**src/rtl/div_sequencer_if.sv**
```systemverilog
// EX-stage handshake between the pipeline and the multi-cycle divide sequencer.
interface div_sequencer_if;
    logic        START;
    logic [4:0]  ALUOP;
    logic [31:0] OPERAND1;
    logic [31:0] OPERAND2;
    logic        FLUSH;
    logic        STALL;
    logic [31:0] RESULT;
    logic        DONE;

    modport master (
        output START, ALUOP, OPERAND1, OPERAND2, FLUSH,
        input  STALL, RESULT, DONE
    );

    modport slave (
        input  START, ALUOP, OPERAND1, OPERAND2, FLUSH,
        output STALL, RESULT, DONE
    );
endinterface

```
**src/rtl/div_sequencer.sv**
```systemverilog
// RV32M DIV/DIVU/REM/REMU sequencer: radix-2 restoring divider, 32 iterations,
// stalls the pipeline while busy and pulses DONE with a registered RESULT.
module div_sequencer (
    input logic             CLK,
    input logic             RESET,
    div_sequencer_if.slave  bus
);
    typedef enum logic [1:0] {IDLE, CALC, FINISH} state_t;

    localparam logic [4:0] OP_DIV  = 5'b01111;
    localparam logic [4:0] OP_DIVU = 5'b10000;
    localparam logic [4:0] OP_REM  = 5'b10001;
    localparam logic [4:0] OP_REMU = 5'b10010;

    state_t      state, next_state;
    logic [5:0]  counter;
    logic [32:0] rem;
    logic [31:0] quo;
    logic [31:0] divisor;
    logic        is_rem, is_signed, neg_q, neg_r;
    logic [31:0] result_q;
    logic        done_q;

    logic        div_req, req_signed, req_rem, special;
    logic [31:0] special_val, mag1, mag2;
    logic [32:0] shifted, trial, new_rem;
    logic [31:0] new_quo, sel, final_val;
    logic        stall;

    always_comb begin
        div_req    = bus.START && (bus.ALUOP == OP_DIV || bus.ALUOP == OP_DIVU ||
                                   bus.ALUOP == OP_REM || bus.ALUOP == OP_REMU);
        req_signed = (bus.ALUOP == OP_DIV) || (bus.ALUOP == OP_REM);
        req_rem    = (bus.ALUOP == OP_REM) || (bus.ALUOP == OP_REMU);
        special    = 1'b0;
        special_val = '0;
        if (bus.OPERAND2 == '0) begin
            special     = 1'b1;
            special_val = req_rem ? bus.OPERAND1 : '1;
        end else if (req_signed && bus.OPERAND1 == 32'h8000_0000 && bus.OPERAND2 == '1) begin
            special     = 1'b1;
            special_val = req_rem ? '0 : 32'h8000_0000;
        end
        mag1 = (req_signed && bus.OPERAND1[31]) ? -bus.OPERAND1 : bus.OPERAND1;
        mag2 = (req_signed && bus.OPERAND2[31]) ? -bus.OPERAND2 : bus.OPERAND2;
    end

    // One restoring step: shift {rem,quo} left, keep the subtraction if it did not borrow.
    always_comb begin
        shifted = {rem[31:0], quo[31]};
        trial   = shifted - {1'b0, divisor};
        if (!trial[32]) begin
            new_rem = trial;
            new_quo = {quo[30:0], 1'b1};
        end else begin
            new_rem = shifted;
            new_quo = {quo[30:0], 1'b0};
        end
        sel       = is_rem ? new_rem[31:0] : new_quo;
        final_val = (is_signed && (is_rem ? neg_r : neg_q)) ? -sel : sel;
    end

    always_comb begin
        next_state = state;
        stall      = 1'b0;
        case (state)
            IDLE: begin
                if (div_req) begin
                    stall      = 1'b1;
                    next_state = special ? FINISH : CALC;
                end
            end
            CALC: begin
                stall = 1'b1;
                if (counter == 6'd1) next_state = FINISH;
            end
            FINISH:  next_state = IDLE;
            default: next_state = IDLE;
        endcase
        if (bus.FLUSH) begin
            next_state = IDLE;
            stall      = 1'b0;
        end
    end

    always_ff @(posedge CLK or posedge RESET) begin
        if (RESET) begin
            state     <= IDLE;
            counter   <= '0;
            rem       <= '0;
            quo       <= '0;
            divisor   <= '0;
            is_rem    <= 1'b0;
            is_signed <= 1'b0;
            neg_q     <= 1'b0;
            neg_r     <= 1'b0;
            result_q  <= '0;
            done_q    <= 1'b0;
        end else begin
            state  <= next_state;
            done_q <= 1'b0;
            if (!bus.FLUSH) begin
                case (state)
                    IDLE: begin
                        if (div_req) begin
                            if (special) begin
                                result_q <= special_val;
                                done_q   <= 1'b1;
                            end else begin
                                is_rem    <= req_rem;
                                is_signed <= req_signed;
                                neg_q     <= bus.OPERAND1[31] ^ bus.OPERAND2[31];
                                neg_r     <= bus.OPERAND1[31];
                                rem       <= '0;
                                quo       <= mag1;
                                divisor   <= mag2;
                                counter   <= 6'd32;
                            end
                        end
                    end
                    CALC: begin
                        rem     <= new_rem;
                        quo     <= new_quo;
                        counter <= counter - 6'd1;
                        if (counter == 6'd1) begin
                            result_q <= final_val;
                            done_q   <= 1'b1;
                        end
                    end
                    default: ;
                endcase
            end else begin
                counter <= '0;
            end
        end
    end

    assign bus.STALL  = !RESET && stall;
    assign bus.RESULT = result_q;
    assign bus.DONE   = done_q;
endmodule

```
**src/flat_wrapper.sv**
```systemverilog
// flat-port wrapper written by rule: the top's interface ports become plain ports
module div_sequencer_flat 
  (CLK, RESET, bus_START, bus_ALUOP, bus_OPERAND1, bus_OPERAND2, bus_FLUSH, bus_STALL, bus_RESULT, bus_DONE);
  div_sequencer_if bus_i ();
  input logic CLK;
  input logic RESET;
  input wire logic [$bits(bus_i.START)-1:0] bus_START;
  input wire logic [$bits(bus_i.ALUOP)-1:0] bus_ALUOP;
  input wire logic [$bits(bus_i.OPERAND1)-1:0] bus_OPERAND1;
  input wire logic [$bits(bus_i.OPERAND2)-1:0] bus_OPERAND2;
  input wire logic [$bits(bus_i.FLUSH)-1:0] bus_FLUSH;
  output wire logic [$bits(bus_i.STALL)-1:0] bus_STALL;
  output wire logic [$bits(bus_i.RESULT)-1:0] bus_RESULT;
  output wire logic [$bits(bus_i.DONE)-1:0] bus_DONE;
  assign bus_i.START = bus_START;
  assign bus_i.ALUOP = bus_ALUOP;
  assign bus_i.OPERAND1 = bus_OPERAND1;
  assign bus_i.OPERAND2 = bus_OPERAND2;
  assign bus_i.FLUSH = bus_FLUSH;
  assign bus_STALL = bus_i.STALL;
  assign bus_RESULT = bus_i.RESULT;
  assign bus_DONE = bus_i.DONE;
  div_sequencer u_core (.CLK(CLK), .RESET(RESET), .bus(bus_i));
endmodule
```
**config.mk**
```make
export PLATFORM = sky130hd
export DESIGN_NAME = div_sequencer_flat
export DESIGN_NICKNAME = d
export VERILOG_FILES = /design/src/rtl/div_sequencer_if.sv /design/src/rtl/div_sequencer.sv /design/src/flat_wrapper.sv
export SDC_FILE = /design/constraint.sdc
export NUM_CORES = 1
export LEC_CHECK = 0
export BUFFER_PORTS_ARGS = -buffer_cell sky130_fd_sc_hd__buf_4
export CAP_MARGIN = 20
export CORE_UTILIZATION = 36
export DETAILED_ROUTE_END_ITERATION = 6
export GPL_TIMING_DRIVEN = 1
export HOLD_SLACK_MARGIN = 0.03
export PLACE_DENSITY_LB_ADDON = 0.05
export SLEW_MARGIN = 20
export SYNTH_ARGS = -nofsm -noshare
export SYNTH_HDL_FRONTEND = slang
export SYNTH_SLANG_ARGS = --single-unit
```
**constraint.sdc**
```tcl
create_clock -name CLK -period 15 [get_ports CLK]
set_clock_uncertainty 0.15 [all_clocks]
set_input_delay 0.75 -clock CLK [delete_from_list [all_inputs] [get_ports CLK]]
set_output_delay 0.75 -clock CLK [all_outputs]
set_load 0.005 [all_outputs]
```
### Yosys cells after proc, flatten, opt, wreduce, memory -nomap -nowiden

Index checks and enable logic that the tools add are counted.

* flip-flop bits (word level): 141
* latch bits: 0
* memory bits (writable): 0
* ROM bits: 0
* bits of input ports: 73
* output and inout bits: 34
* word-level logic and storage cells: 96
* memories: 0

* $add $sub $neg: 5
* multiply operators: 0
* divide/modulo/power cells: 0
* $lt $le $gt $ge: 0
* equal/unequal tests: 15
* shift-type cells: 0
* mux-type cells: 40
* bitwise operators: 3
* reductions and logical operators: 22

Operators with widths (number)
* $mux 32: 16
* $pmux 32 s2: 3
* $neg 32->32: 3
* $eq 32x32->1 const B: 2
* $sub 33x32->33: 1
* $logic_not 32->1: 1
* $mux 6: 3
* $eq 5x5->1 const B: 3
* $pmux 6 s2: 1
* $mux 1: 10
* $mux 2: 4
* $reduce_and 4->1: 2
* $logic_and 1x1->1: 7
* $eq 6x1->1 const B: 1
* $ne 2x1->1 const B: 3
* $ne 3x2->1 const B: 2
* $sub 6x1->6 const B: 1
* $eq 5x4->1 const B: 1
* $logic_or 1x1->1: 5
* $reduce_and 5->1: 1
* $pmux 1 s2: 2
* $pmux 2 s2: 1
* $ne 3x3->1 const B: 1
* $reduce_and 3->1: 1
* other kinds (9): 10

### Longest topological paths before layout

* depth after elaboration: 10
* depth in mapped cells: 26

### Worst setup path after synthesis

No wires, ideal clock.

* path kind: reg-to-reg
* start point: register u_core.quo[31]
* end point: register u_core.result_q[26] (netlist: u_core.bus.RESULT[26])
* arrival time: 5070 ps
* setup slack: 9648 ps
* stages on the path, launching flop included: 23
* path buffers: 1
* clock period less this slack: 5352 ps
* cell sequence: dfrtp_1 inv_1 ha_1 inv_1 fa_1 a211oi_1 o211a_1 nor2_1 o211ai_2 nand3_2 nand2_1 clkbuf_1 mux2i_1 nor2_1 a21oi_1 ha_1 or4b_2 nand3_1 or3b_1 nor4_4 a311oi_1 a41oi_1 o21ai_1

* cells in the longest elaborated chain, start to end: 7
* elaborated cells between the ends (all ways): 8

RTL lines
* start: declaration: RTL line div_sequencer.sv:18 `logic [31:0] quo;`
* start signal: assignment: RTL line div_sequencer.sv:115 `quo <= mag1;`
* start signal: assignment: RTL line div_sequencer.sv:123 `quo <= new_quo;`
* $sub 33x32->33: RTL line div_sequencer.sv:51 `trial = shifted - {1'b0, divisor};`
* $mux 1 / $mux 32 (equally long branches): RTL line div_sequencer.sv:52 `if (!trial[32]) begin`
* $mux 32 *: RTL line div_sequencer.sv:59 `sel = is_rem ? new_rem[31:0] : new_quo;`
* $neg 32->32: RTL line div_sequencer.sv:60 `final_val = (is_signed && (is_rem ? neg_r : neg_q)) ? -sel : sel;`
* $mux 32 *: RTL line div_sequencer.sv:60
* $mux 32 *: RTL line div_sequencer.sv:125 `if (counter == 6'd1) begin`
* $pmux 32 s2 *: RTL line div_sequencer.sv:103 `case (state)`
* end signal: assignment: RTL line div_sequencer.sv:107 `result_q <= special_val;`
* end signal: assignment: RTL line div_sequencer.sv:126 `result_q <= final_val;`
* end: declaration: RTL line div_sequencer.sv:21 `logic [31:0] result_q;`

Mark *: on every way between the ends. The rest lies on a longest branch, timed or not. The select of a mux whose other input is x is not followed.
A chain may end at the register's enable or synchronous reset.

### Worst setup path in the final report

Same ends and word-level chain as after synthesis.

==> results_dict.tcl <==
set metrics [dict create \
    syn_area_mm2 0.0119 \
    grt_setup_unrepaired "false" \
    irDropWorstVdd_mv 0.104 \
    synth.distinct_cells 98 \
    grt_antenna_before_repair 0 \
    power.net_switching_uw 1300 \
    power.share.sequential_pct 23.3 \
    drt.antenna.violating_nets 0 \
    start_util_pct 36.6 \
    critical_path.startpoint_type "register" \
    fp.dieW_um 184 \
    final.min_clock_period_ns 7.16 \
    wirelength_um 44000 \
    critical_path.reg2reg.startpoint "u_core.quo[31]" \
    vias 11800 \
    static-leakage-power_uw 0.00564 \
    whs_ns 0.290 \
    synthToLayoutAreaGrowth_pct 14.1 \
    std_cell_rows 66 \
    maxClockFrequency_mhz 140 \
    drt_first_iter_violations 1129 \
    wire_per_inst_um 21.5 \
    reg2reg_setup_slack_ns 7.84 \
    crit_arrival_ns 7.33 \
    totalPowerFinal_uw 2600 \
    detailed_place_hpwl_um 32500 \
    core_area_mm2 0.0325 \
    synth-async-reset-ratio_pct 100 \
    nets_final 1703 \
    grt_start_max_net_pins 97 \
    drtPass1Iterations 5 \
    drc 0 \
    p_int_uw 1300 \
    worst_hold_path_type "in2async" \
    cts-htree-levels 4 \
    setup_viol_count_final 0 \
    grt_first_pass_wirelength_um 67800 \
    clk_latency_ns 0.45 \
    cts_post_setup_buffers_inserted 0 \
    yosys_most_used_dff "sky130_fd_sc_hd__dfrtp_1" \
    crit-reg2reg-capture "u_core.bus.RESULT[26]" \
    yosysWarningCount 0 \
    crit_path_end_kind "register" \
    design.die.area_mm2 0.0338 \
    antennaDiodeCount 0 \
    numCtsBuffers 17 \
    hold_buffers 0 \
    cts_buffer_depth 2 \
    clock-sinks 141 \
    tritoncts "built" \
    layout_worst_path_cycle_share_pct 47.8 \
    maxCapViolations 0 \
    max-slew-margin-rel_pct 29.3 \
    place.gp.congestion 0.885 \
    synth.avg_cell_area_um2 7.72 \
    power_switching_share_pct 50.0 \
    worstSetupPathType "reg2reg" \
    top_level_ports 107 \
    postCtsResizedCells 0 \
    proportion_of_power_drawn_by_combinational_gates_pct 58.6 \
    viasPerCell 5.78 \
    nets_in_the_synthesized_netlist 1655 \
    via_count_of_the_first_global_routing_pass 11100 \
    grt_usage_pct 26.5 \
    power_density_mw_per_mm2 191 \
    timing_worst_slew_pin_value_ns 1.06 \
    final_standard_cell_utilization_of_the_core_pct 41.8 \
    setup_tns_ns 0 \
    depth_of_the_most_critical_reg_to_reg_path 21 \
    port_buffers 106 \
    clock_tree.root_cell "sky130_fd_sc_hd__clkbuf_16" \
    clk_transition_reported_paths_ns 0.07 \
    run_status "complete, no violations" \
    number_of_max_slew_violations_in_the_final_report 0 \
    synth-seq-cells 141 \
    worst_endpoint_required_time_ns 15.17 \
    die_h_um 184 \
    synth_enable_flop_cells 0 \
    filler_cell_count 3478 \
    drive_above_1_share_pct 13.3 \
    synth_seq_area_share_pct 29.6 \
    clock_share_of_power_pct 18.1 \
    synth_cells 1543 \
    cp_max_fo 24 \
    gr-total-overflow 0 \
    hold_viol_final 0 \
]
-- layer usage --
layer / up-vias / GRT usage [%] / part of all wire, %
li1: 5704 / - / -
met1: 5785 / 36.9 / 47
met2: 309 / 43.4 / 47
met3: 36 / 3.33 / 4.3
met4: 0 / 6.53 / 1.8
met5: - / 0 / 0
-- power by group through the flow --
stage               clock network (uW)  registers (uW)  logic, uW
finish                             470             604       1520
global route                       493             616       1670
CTS                                479             602       1510
detailed placement                   0             608       1500
global placement                     0             607       1500
floorplan                            0             555       1110
-- critical path, cell delays in order, from the launching register on --
cell	delay, ns
sky130_fd_sc_hd__dfrtp_1	0.40
sky130_fd_sc_hd__inv_1	0.08
sky130_fd_sc_hd__ha_1	0.15
sky130_fd_sc_hd__inv_1	0.05
sky130_fd_sc_hd__fa_1	0.42
sky130_fd_sc_hd__a211oi_1	0.34
sky130_fd_sc_hd__o211a_1	0.24
sky130_fd_sc_hd__nor2_1	0.10
sky130_fd_sc_hd__o211a_1	0.38
sky130_fd_sc_hd__o21ai_2	0.87
sky130_fd_sc_hd__nand2_1	0.79
sky130_fd_sc_hd__mux2i_1	0.41
sky130_fd_sc_hd__nor2_1	0.07
sky130_fd_sc_hd__a21oi_1	0.18
sky130_fd_sc_hd__ha_1	0.21
sky130_fd_sc_hd__or4b_2	0.61
sky130_fd_sc_hd__nand3_1	0.14
sky130_fd_sc_hd__or3b_1	0.47
sky130_fd_sc_hd__nor4_4	0.47
sky130_fd_sc_hd__a311oi_1	0.16
sky130_fd_sc_hd__a41oi_1	0.23
sky130_fd_sc_hd__o21ai_1	0.08
-- synth_stat cells, types with 13 or more instances --
master                     instances  area share, %
sky130_fd_sc_hd__a211oi_1         15           0.95
sky130_fd_sc_hd__a21o_1           14           0.88
sky130_fd_sc_hd__a21oi_1         142            6.0
sky130_fd_sc_hd__a31oi_1          38            2.0
sky130_fd_sc_hd__and2_1           14           0.74
sky130_fd_sc_hd__buf_2            23           0.97
sky130_fd_sc_hd__clkbuf_1         52            1.6
sky130_fd_sc_hd__dfrtp_1         141             30
sky130_fd_sc_hd__ha_1             38            4.0
sky130_fd_sc_hd__inv_1            54            1.7
sky130_fd_sc_hd__mux2i_1          18            1.5
sky130_fd_sc_hd__nand2_1         193            6.1
sky130_fd_sc_hd__nand3_1          26            1.1
sky130_fd_sc_hd__nand4_1          19            1.0
sky130_fd_sc_hd__nor2_1          139            4.4
sky130_fd_sc_hd__nor3_1           35            1.5
sky130_fd_sc_hd__nor4_1           13           0.68
sky130_fd_sc_hd__o211ai_1         13           0.82
sky130_fd_sc_hd__o21ai_0         185            7.8
sky130_fd_sc_hd__o21ai_1          13           0.55
sky130_fd_sc_hd__o31ai_1          18            1.1
sky130_fd_sc_hd__or3_1            19            1.0
sky130_fd_sc_hd__xnor2_1          50            3.7
sky130_fd_sc_hd__xor2_1           54            4.0
-- flip-flops by register name (all words and copies together), names as in the netlist --
name	count
u_core.neg_q	1
u_core.divisor	32
u_core.is_signed	1
u_core.counter	6
u_core.rem	32
u_core.state	2
u_core.neg_r	1
u_core.bus.DONE	1
u_core.quo	32
u_core.bus.RESULT	32
u_core.is_rem	1
-- cell families after synthesis --
family	count (synthesis)	synth area share [%]
fa+ha+maj	39	4.16
mux	25	2.17
buf+inv	146	5.36
simple gates	538	21.9
compound gates	550	29.2
flops	141	29.6
xor+xnor	104	7.64
-- placed cells by master (no fill, tap or decap), types with 6 or more instances in the layout --
cell,netlist,final
sky130_fd_sc_hd__nand2_1,193,193
sky130_fd_sc_hd__o21ai_0,185,185
sky130_fd_sc_hd__a21oi_1,142,142
sky130_fd_sc_hd__dfrtp_1,141,140
sky130_fd_sc_hd__nor2_1,139,137
sky130_fd_sc_hd__buf_4,6,120
sky130_fd_sc_hd__xor2_1,54,54
sky130_fd_sc_hd__inv_1,54,53
sky130_fd_sc_hd__xnor2_1,50,50
sky130_fd_sc_hd__a31oi_1,38,38
sky130_fd_sc_hd__ha_1,38,38
sky130_fd_sc_hd__nor3_1,35,35
sky130_fd_sc_hd__nand3_1,26,26
sky130_fd_sc_hd__nand4_1,19,19
sky130_fd_sc_hd__or3_1,19,19
sky130_fd_sc_hd__o31ai_1,18,18
sky130_fd_sc_hd__mux2i_1,18,18
sky130_fd_sc_hd__clkbuf_16,0,17
sky130_fd_sc_hd__a211oi_1,15,15
sky130_fd_sc_hd__a21o_1,14,14
sky130_fd_sc_hd__and2_1,14,14
sky130_fd_sc_hd__o21ai_1,13,13
sky130_fd_sc_hd__o211ai_1,13,13
sky130_fd_sc_hd__nor4_1,13,12
sky130_fd_sc_hd__nand2b_1,11,11
sky130_fd_sc_hd__o21a_1,11,11
sky130_fd_sc_hd__and3_1,10,9
sky130_fd_sc_hd__o41ai_1,9,9
sky130_fd_sc_hd__o211a_1,8,8
sky130_fd_sc_hd__or4_1,8,8
sky130_fd_sc_hd__nor2b_1,8,8
sky130_fd_sc_hd__or2_2,7,7
sky130_fd_sc_hd__mux2_2,7,7
sky130_fd_sc_hd__o221ai_1,7,7
sky130_fd_sc_hd__nor3b_1,6,6
sky130_fd_sc_hd__a22o_1,6,6
-- how the worst max path moves through the flow --
stage,start,end,depth (start not counted)
2_1_floorplan,u_core.quo[31],u_core.bus.RESULT[26],22
3_3_place_gp,u_core.quo[31],u_core.bus.RESULT[26],21
3_5_place_dp,u_core.quo[31],u_core.bus.RESULT[26],21
4_1_cts,u_core.quo[31],u_core.bus.RESULT[26],21
5_1_grt,u_core.quo[31],u_core.bus.RESULT[24],21
6_report,u_core.quo[31],u_core.bus.RESULT[26],21
-- stage by stage --
step	instances	setup WS [ns]	instance area, um2
global route	2046	7.42	13600
floorplan	1543	9.65	11900
global placement	2013	8.07	13000
finish	2046	7.84	13600
CTS	2045	7.86	13600
detailed placement	2013	7.93	13000
-- final cells by class --
| cell class | instances | area (um2) | area share, % |
|---|---|---|---|
| timing repair buffer | 121 | 916 | 6.74 |
| tap | 442 | 553 | 4.07 |
| sequential | 141 | 3530 | 26.0 |
| clock inverter | 14 | 193 | 1.42 |
| inverter | 54 | 208 | 1.53 |
| multi-input combinational | 1256 | 7770 | 57.1 |
| clock buffer | 18 | 429 | 3.16 |
Note: power is estimated with default switching activity, not from simulation.
